### src/rtl/fp16_maxpool2x2_stream.sv
// Streaming 2x2 stride-2 fp16 max-pool: one pixel per handshake in raster order,
// a half-row line buffer of horizontal pair maxima, one pooled value per window.
module fp16_maxpool2x2_stream #(
  parameter int IMG_WIDTH  = 24,
  parameter int IMG_HEIGHT = 24
) (
  input  logic        clk,
  input  logic        rst,
  input  logic [15:0] in_data,
  input  logic        in_valid,
  output logic        in_ready,
  output logic [15:0] out_data,
  output logic        out_valid,
  input  logic        out_ready,
  output logic        frame_done
);
  localparam int HALF_W = IMG_WIDTH / 2;
  localparam int CW     = (IMG_WIDTH > 2) ? $clog2(IMG_WIDTH) : 1;
  localparam int RW     = (IMG_HEIGHT > 2) ? $clog2(IMG_HEIGHT) : 1;
  localparam int IW     = (HALF_W > 2) ? $clog2(HALF_W) : 1;
  localparam logic [CW-1:0] COL_LAST = CW'(IMG_WIDTH - 1);
  localparam logic [RW-1:0] ROW_LAST = RW'(IMG_HEIGHT - 1);

  typedef enum logic {ROW_EVEN = 1'b0, ROW_ODD = 1'b1} row_state_t;

  row_state_t    state_q, state_d;
  logic [CW-1:0] col_q, col_d;
  logic [RW-1:0] row_q, row_d;
  logic [15:0]   pair_q, pair_d;
  logic [15:0]   out_data_q, out_data_d;
  logic          out_valid_q, out_valid_d;
  logic          last_q, last_d;
  logic [15:0]   linebuf_q [HALF_W];
  logic          lb_we;
  logic          in_fire;
  logic          out_fire;
  logic [IW-1:0] col_idx;
  logic [15:0]   pair_max;

  // Sign is ignored; exponent-then-mantissa ordering equals comparing the low 15 bits.
  function automatic logic [15:0] fp16_max(input logic [15:0] a, input logic [15:0] b);
    fp16_max = (a[14:0] > b[14:0]) ? a : b;
  endfunction

  assign in_ready   = !rst && (!out_valid_q || out_ready);
  assign in_fire    = in_valid && in_ready;
  assign out_fire   = out_valid_q && out_ready;
  assign col_idx    = IW'(col_q >> 1);
  assign pair_max   = fp16_max(pair_q, in_data);
  assign out_data   = out_data_q;
  assign out_valid  = out_valid_q;
  assign frame_done = out_fire && last_q;

  // Next-state: pair/line-buffer updates, result load and raster counters.
  always_comb begin
    state_d     = state_q;
    col_d       = col_q;
    row_d       = row_q;
    pair_d      = pair_q;
    out_data_d  = out_data_q;
    out_valid_d = out_valid_q && !out_ready;
    last_d      = last_q && !out_fire;
    lb_we       = 1'b0;
    if (in_fire) begin
      case (state_q)
        ROW_EVEN: begin
          if (col_q[0]) begin
            lb_we = 1'b1;
          end else begin
            pair_d = in_data;
          end
        end
        ROW_ODD: begin
          if (col_q[0]) begin
            out_data_d  = fp16_max(linebuf_q[col_idx], pair_max);
            out_valid_d = 1'b1;
            last_d      = (row_q == ROW_LAST) && (col_q == COL_LAST);
          end else begin
            pair_d = in_data;
          end
        end
        default: begin
          pair_d = pair_q;
        end
      endcase
      if (col_q == COL_LAST) begin
        col_d = '0;
        if (row_q == ROW_LAST) begin
          row_d   = '0;
          state_d = ROW_EVEN;
        end else begin
          row_d   = row_q + 1'b1;
          state_d = (state_q == ROW_EVEN) ? ROW_ODD : ROW_EVEN;
        end
      end else begin
        col_d = col_q + 1'b1;
      end
    end else begin
      lb_we = 1'b0;
    end
  end

  // Control and output registers; reset returns to the frame start.
  always_ff @(posedge clk or posedge rst) begin
    if (rst) begin
      state_q     <= ROW_EVEN;
      col_q       <= '0;
      row_q       <= '0;
      pair_q      <= 16'h0000;
      out_data_q  <= 16'h0000;
      out_valid_q <= 1'b0;
      last_q      <= 1'b0;
    end else begin
      state_q     <= state_d;
      col_q       <= col_d;
      row_q       <= row_d;
      pair_q      <= pair_d;
      out_data_q  <= out_data_d;
      out_valid_q <= out_valid_d;
      last_q      <= last_d;
    end
  end

  // Line buffer needs no reset: every entry is rewritten in an even row before use.
  always_ff @(posedge clk) begin
    if (lb_we) begin
      linebuf_q[col_idx] <= pair_max;
    end
  end
endmodule

### config.mk
export PLATFORM = sky130hd
export DESIGN_NAME = fp16_maxpool2x2_stream
export DESIGN_NICKNAME = d
export VERILOG_FILES = /design/src/rtl/fp16_maxpool2x2_stream.sv
export SDC_FILE = /design/constraint.sdc
export NUM_CORES = 1
export LEC_CHECK = 0
export ABC_AREA = 1
export CORE_ASPECT_RATIO = 1.5
export CORE_MARGIN = 5
export CORE_UTILIZATION = 45
export DETAILED_ROUTE_END_ITERATION = 10
export GPL_TIMING_DRIVEN = 1
export PLACE_DENSITY = 0.62
export SKIP_LAST_GASP = 1
export SYNTH_ARGS = -nofsm -noshare
export SYNTH_HDL_FRONTEND = slang
export SYNTH_SLANG_ARGS = --single-unit
### constraint.sdc
create_clock -name clk -period 2.85 [get_ports clk]
set_clock_uncertainty 0.05 [all_clocks]
set_input_delay 0.57 -clock clk [delete_from_list [all_inputs] [get_ports clk]]
set_output_delay 0.57 -clock clk [all_outputs]
set_load 0.03 [all_outputs]
### Word-level counts from Yosys, hierarchy flattened

Memory sizes are Yosys's and may differ from the RTL's.
Index checks and enable logic that the tools add are counted.

| storage, ports and cells | value |
|---|---|
| bits in registers | 45 |
| RAM bits | 192 |
| input port bits | 20 |
| output and inout bits | 19 |
| memories | 1 |

| operators by class | value |
|---|---|
| $add $sub $neg | 2 |
| order comparisons | 2 |
| equality and inequality tests | 2 |
| mux-type cells | 18 |
| bitwise logic cells | 1 |
| reductions and logical operators | 15 |

Memory list:

| memory | words | bits a word | read ports | clocked after memory_dff | write ports | line | source |
|---|---|---|---|---|---|---|---|
| linebuf_q | 12 | 16 | 1 | 0 | 1 | 33 | `logic [15:0] linebuf_q [HALF_W];` |

Operators by type and width:

| operator | count |
|---|---|
| $mux W16 | 3 |
| $gt A15 B15 Y1 | 2 |
| $mux W1 | 13 |
| $add A5 B1 Y5 const B | 2 |
| $eq A5 B5 Y1 const B | 2 |
| $mux W5 | 2 |
| $logic_and A1 B1 Y1 | 7 |
| $logic_not A1 Y1 | 4 |
| $reduce_and A2 Y1 | 2 |
| $reduce_and A3 Y1 | 1 |
| $logic_or A1 B1 Y1 | 1 |
| $not A1 Y1 | 1 |

### Longest topological paths before layout

| logic depth | value |
|---|---|
| depth after elaboration | 7 |
| gate-level depth with buffers | 27 |
| depth with buffers taken out | 25 |

### Worst setup path after synthesis

Ideal clock, no wire load.

| path | value |
|---|---|
| path kind | input port to flip-flop |
| start point | in in_data[14] |
| end point | reg out_data_q[0], in the netlist out_data[0] |
| setup time | 0.117 ns |
| arrival | 3.224 ns |
| slack | -0.541 ns |
| stages | 24 |
| path buffers | 2 |
| path through | inv_1 > ha_1 > nand2_1 > nor2_1 > inv_1 > nor2_4 > nand2_1 > nand2_4 > buf_4 > nand3_1 > nand2_1 > inv_1 > ha_1 > nand2_1 > inv_1 > a21oi_1 > nand2_1 > nand2_1 > nand2_1 > nand2_1 > clkbuf_1 > nand3_1 > nand2_1 > nand2_1 |

| between the ends | value |
|---|---|
| word-level cells in the longest chain between the ends | 4 |

Ends and longest elaborated chain:

| what | line | source |
|---|---|---|
| from (decl) | 9 | `input logic [15:0] in_data,` |
| $gt A15 B15 Y1 | 42 | `fp16_max = (a[14:0] > b[14:0]) ? a : b;` |
| $mux W16 | 42 |  |
| net pair_max[6] | 38 | `logic [15:0] pair_max;` |
| $gt A15 B15 Y1 | 42 |  |
| $mux W16 | 42 |  |
| to (signal assigned) | 118 | `out_data_q <= out_data_d;` |
| to (decl) | 30 | `logic [15:0] out_data_q, out_data_d;` |

The timed path passes the listed nets, and every way through them passes these cells.
A chain may end at the register's enable or synchronous reset.

### Worst setup path in the final report

| path | value |
|---|---|
| start point | reg pair_q[4] |
| end point | reg out_data_q[2], in the netlist out_data[2] |

| between the ends | value |
|---|---|
| word-level cells in the longest chain between the ends | 4 |

Ends and longest elaborated chain:

| what | line | source |
|---|---|---|
| from (decl) | 29 | `logic [15:0] pair_q, pair_d;` |
| from (signal assigned) | 117 | `pair_q <= pair_d;` |
| $gt A15 B15 Y1 | 42 |  |
| $mux W16 | 42 |  |
| net pair_max[5] | 38 |  |
| $gt A15 B15 Y1 | 42 |  |
| $mux W16 | 42 |  |

The timed path passes the listed nets, and every way through them passes these cells.

==> PnR_summary.wiki <==
{| class="wikitable"
! Metric !! Value
|-
| Clk network pwr share || 18.2%
|-
| Number of cells on the worst hold path || 2
|-
| Sequential area share after synthesis || 64.3%
|-
| Critical path class || flop to flop
|-
| Remaining max-slew budget at the tightest pin || 60.6%
|-
| Async SR Flop Fraction || 19.0%
|-
| Final period demand of the worst path || 3.19 ns
|-
| HPWL reported at the end of detailed placement || 17700 um
|-
| Post-Synth Simple-Gate Area || 25.1%
|-
| Top fanout value on the critical path || 18
|-
| Synthesis Warnings || 0
|-
| Internal reg-to-reg setup slack || -0.34 ns
|-
| Met3 wirelength from detailed routing || 982 um
|-
| Sw Ratio || 39.3%
|-
| Startpoint of the most critical register-to-register path || pair_q[4]
|-
| Capture point of the worst reg-to-reg path || out_data[2]
|-
| Actual transition at the worst max-transition pin || 0.591 ns
|-
| Worst-case hold path end point || out_data[5]
|-
| Kind of path behind the tightest hold check || flop to flop
|-
| Number of synthesized register bits || 237
|-
| # IOs || 39
|-
| Setup repair after global routing missed its margin || true
|-
| Gate count after technology mapping || 1057
|-
| Met1 wire length || 10500 um
|-
| Violated checks || setup timing
|-
| Chip Height || 199 um
|-
| Std-Cell Core Area || 23600 sq um
|-
| Post-synthesis share of cell area spent on full adders, half adders and majority gates || 3.74%
|-
| Vias post-DR || 7716
|-
| Detailed Route WL || 25800 um
|-
| Met2 wire length || 13600 um
|-
| Maximum capacitance violations || 0
|-
| Power per unit of standard cell area || 1090 nW/um^2
|-
| Global-route wire length before repair || 41300 um
|-
| Most frequent cell after synthesis || nand2_1
|-
| Largest net degree at the start of global routing || 36
|-
| Count of pins over their slew limit || 0
|-
| Startpoint of the worst hold path || out_data[5]
|-
| Final worst path period share || 112%
|-
| Area added between synthesis and finish || 30.9%
|-
| Largest cells by area after synthesis || edfxtp_1, nand2_1, dfrtp_1
|-
| Initial standard-cell utilization of the core || 45.5%
|-
| Via count of the first global-routing pass || 7828
|-
| Overall Global Routing Usage || 19.5%
|-
| Count of different cell masters after synthesis || 27
|-
| PortBufs || 38
|-
| Number of antenna violations at the first check in global routing || 0
|-
| Insertion delay to the later sink of the worst-skew pair || 0.51 ns
|-
| Area share of xor/xnor cells in the synthesized design || 0.245%
|-
| Area share of the largest cell type after synthesis || 53.8%
|-
| Worst setup margin || -0.341 ns
|-
| Maximum count of clock buffers along a single path || 3
|-
| Overflow left after global routing || 0
|-
| Initial drt markers || 445
|-
| Outcome || complete, but fails checks
|-
| Post-Place Cell Area || 12900 sq um
|-
| Worst hold slack across all endpoints || 0.430 ns
|-
| Sequential fraction of design power || 29.4%
|-
| Post-synth design cell area || 10700 sq um
|-
| Average wire length per cell after detail routing || 16.6 um
|-
| Number of iterations in the first detailed-routing pass || 5
|-
| Combinational family with the most area after synthesis || simple AND/OR/NAND/NOR gates
|-
| Crit path launch type || flop
|-
| Peak Freq || 313 MHz
|-
| Number of antenna-violating nets in the routed design || 0
|-
| Clock-pin slew of the registers on the worst-case setup and hold paths || 0.06 ns
|-
| Synthesized netlist net count || 1109
|-
| Antenna cells || 0
|-
| Arrival @ worst endpoint || 3.58 ns
|-
| Cell taking the most area after synthesis || edfxtp_1
|-
| Power Internal || 9.30 mW
|-
| Final estimated routing congestion in global placement || 0.819
|-
| Worst setup EP type || flop
|-
| IR drop worst, VDD || 0.742 mV
|-
| Number of flops mapped to enable cells by yosys || 192
|-
| Top FF cell, synth || edfxtp_1
|-
| Die Width || 136 um
|-
| CTS H-tree lvls || 1
|-
| Most common library cells after synthesis || nand2_1, edfxtp_1, nand3_1
|-
| # nets final || 1268
|-
| Synth Area in Compound Gates || 1.71%
|-
| Switching pwr || 6.02 mW
|-
| CTS tree || built
|-
| Die Area || 27100 sq um
|-
| Leakage power summed over all cells || 5.81 nW
|-
| Number of placement rows || 69
|-
| Setup TNS Final || -4.63 ns
|-
| Final setup violating endpoints || 16
|-
| Average footprint of a synthesized cell || 10.1 sq um
|-
| Mux contribution to synthesized area || 0.105%
|-
| Number of remaining DRC errors || 0
|-
| CTS Buf Count || 22
|-
| Fraction of final layout cells sized beyond drive strength 1 || 25.6%
|-
| Depth of the most critical reg-to-reg path || 25
|-
| CTS Root Buffer Type || clkbuf_16
|-
| Final Cell Area || 14000 sq um
|-
| Vias/cell || 4.98
|-
| Required time of the worst setup path || 3.24 ns
|-
| Sinks on Clock Net || 237
|-
| # fillers || 1897
|-
| Top layer reached by signal wires || met4
|-
| Part of the total power dissipated in combinational logic || 52.4%
|-
| Total count of hold-check failures in the final report || 0
|}
power by group through the flow:
stage | Combinational (mW) | Sequential, mW | Clock (mW)
final | 8.02 | 4.50 | 2.79
after global routing | 8.84 | 4.53 | 2.97
after CTS | 7.87 | 4.50 | 2.84
after detailed placement | 6.97 | 4.57 | 0
after global placement | 6.90 | 4.57 | 0
after floorplan | 4.20 | 4.74 | 0
stage by stage:
stage          util [%]  setup slack (ns)  cells  power (mW)
6_report           59.5            -0.341   1549        15.3
5_1_grt            59.5            -0.544   1549        16.3
4_1_cts            59.1            -0.316   1545        15.2
3_5_place_dp       54.8             -1.14   1493        11.5
3_3_place_gp       54.8             -1.11   1493        11.5
2_1_floorplan         -            -0.178   1057        8.94
cell type report:
| type | count | area, sq um | area share (%) |
|---|---|---|---|
| Sequential cell | 237 | 6890 | 49.1 |
| Multi-Input combinational cell | 713 | 4040 | 28.8 |
| Timing Repair Buffer | 174 | 1740 | 12.4 |
| Clock buffer | 27 | 591 | 4.21 |
| Tap cell | 319 | 399 | 2.85 |
| Inverter | 68 | 280 | 2.00 |
| Clock inverter | 11 | 81.3 | 0.580 |
cell usage in the layout, fill, tap and decap left out, types with 3 or more instances in the layout:
master,n
nand2_1,419
nand3_4,6
inv_4,3
buf_6,5
inv_2,27
nand3_1,66
dfrtp_1,45
clkbuf_16,23
clkinv_2,3
nand2_4,27
a21oi_1,8
a21oi_2,5
inv_1,36
nor2_4,10
clkbuf_1,4
dlygate4sd2_1,14
edfxtp_1,192
ha_4,23
clkinv_1,3
buf_12,24
o21ai_0,22
xor2_1,3
nand4_1,19
nor2_2,8
clkdlybuf4s50_1,24
ha_1,9
buf_4,105
nor2_1,47
nand2_2,16
nand3_2,18
state kept, by name, summed over array words and instances, names as in the netlist:
name / cells
col_q: 5
last_q: 1
linebuf_q: 192
out_data: 16
out_valid: 1
pair_q: 16
row_q: 5
state_q: 1
cell families (layout without fill, tap and decap cells):
kind of cell / Yosys count / count (layout)
XOR/XNOR: 3 / 3
AO/OA/AOI/OAI: 36 / 36
flip-flops: 237 / 237
AND/OR/NAND/NOR: 641 / 641
multiplexers: 1 / 1
adder cells (fa/ha/maj): 32 / 32
buffers and inverters: 107 / 280
critical path: stages, from the launching register on:
cell	delay (ns)
dfrtp_1	0.41
ha_4	0.25
nand2_1	0.08
nand2_2	0.06
a21oi_2	0.13
buf_4	0.13
nand2_4	0.05
nand2_2	0.07
nand2_4	0.09
nand2_8	0.11
buf_12	0.11
buf_16	0.11
nand2_4	0.06
nand2_4	0.06
inv_2	0.04
ha_4	0.26
nand2_4	0.05
nor2_4	0.12
buf_6	0.11
nand4_1	0.15
nand2_4	0.17
buf_12	0.16
nor2_1	0.05
nor2_1	0.11
nand2_1	0.08
nand2_1	0.06
routing by layer:
metal / track usage, % / vias to the layer above
met5: 0 / -
met4: 6.35 / 0
met3: 1.92 / 44
met2: 36.0 / 177
met1: 24.0 / 3675
li1: - / 3820
worst max path at each step:
stage	start	end	slack, ns	depth (start not counted)
floorplan	in_data[12]	out_data[5]	-0.18	24
global placement	in_data[12]	out_data[5]	-1.11	27
detailed placement	in_data[12]	out_data[6]	-1.14	27
CTS	pair_q[13]	out_data[14]	-0.32	22
global route	pair_q[4]	out_data[11]	-0.54	26
finish	pair_q[4]	out_data[2]	-0.34	25
timing repair:
action                     4_1_cts  5_1_grt
setup endpoints to repair       16       16
gates cloned                     2        0
hold buffers                     0        0
buffers inserted                12        4
pin swaps                       21        7
gates resized for setup         61       17
(Power assumes the default switching activity.)
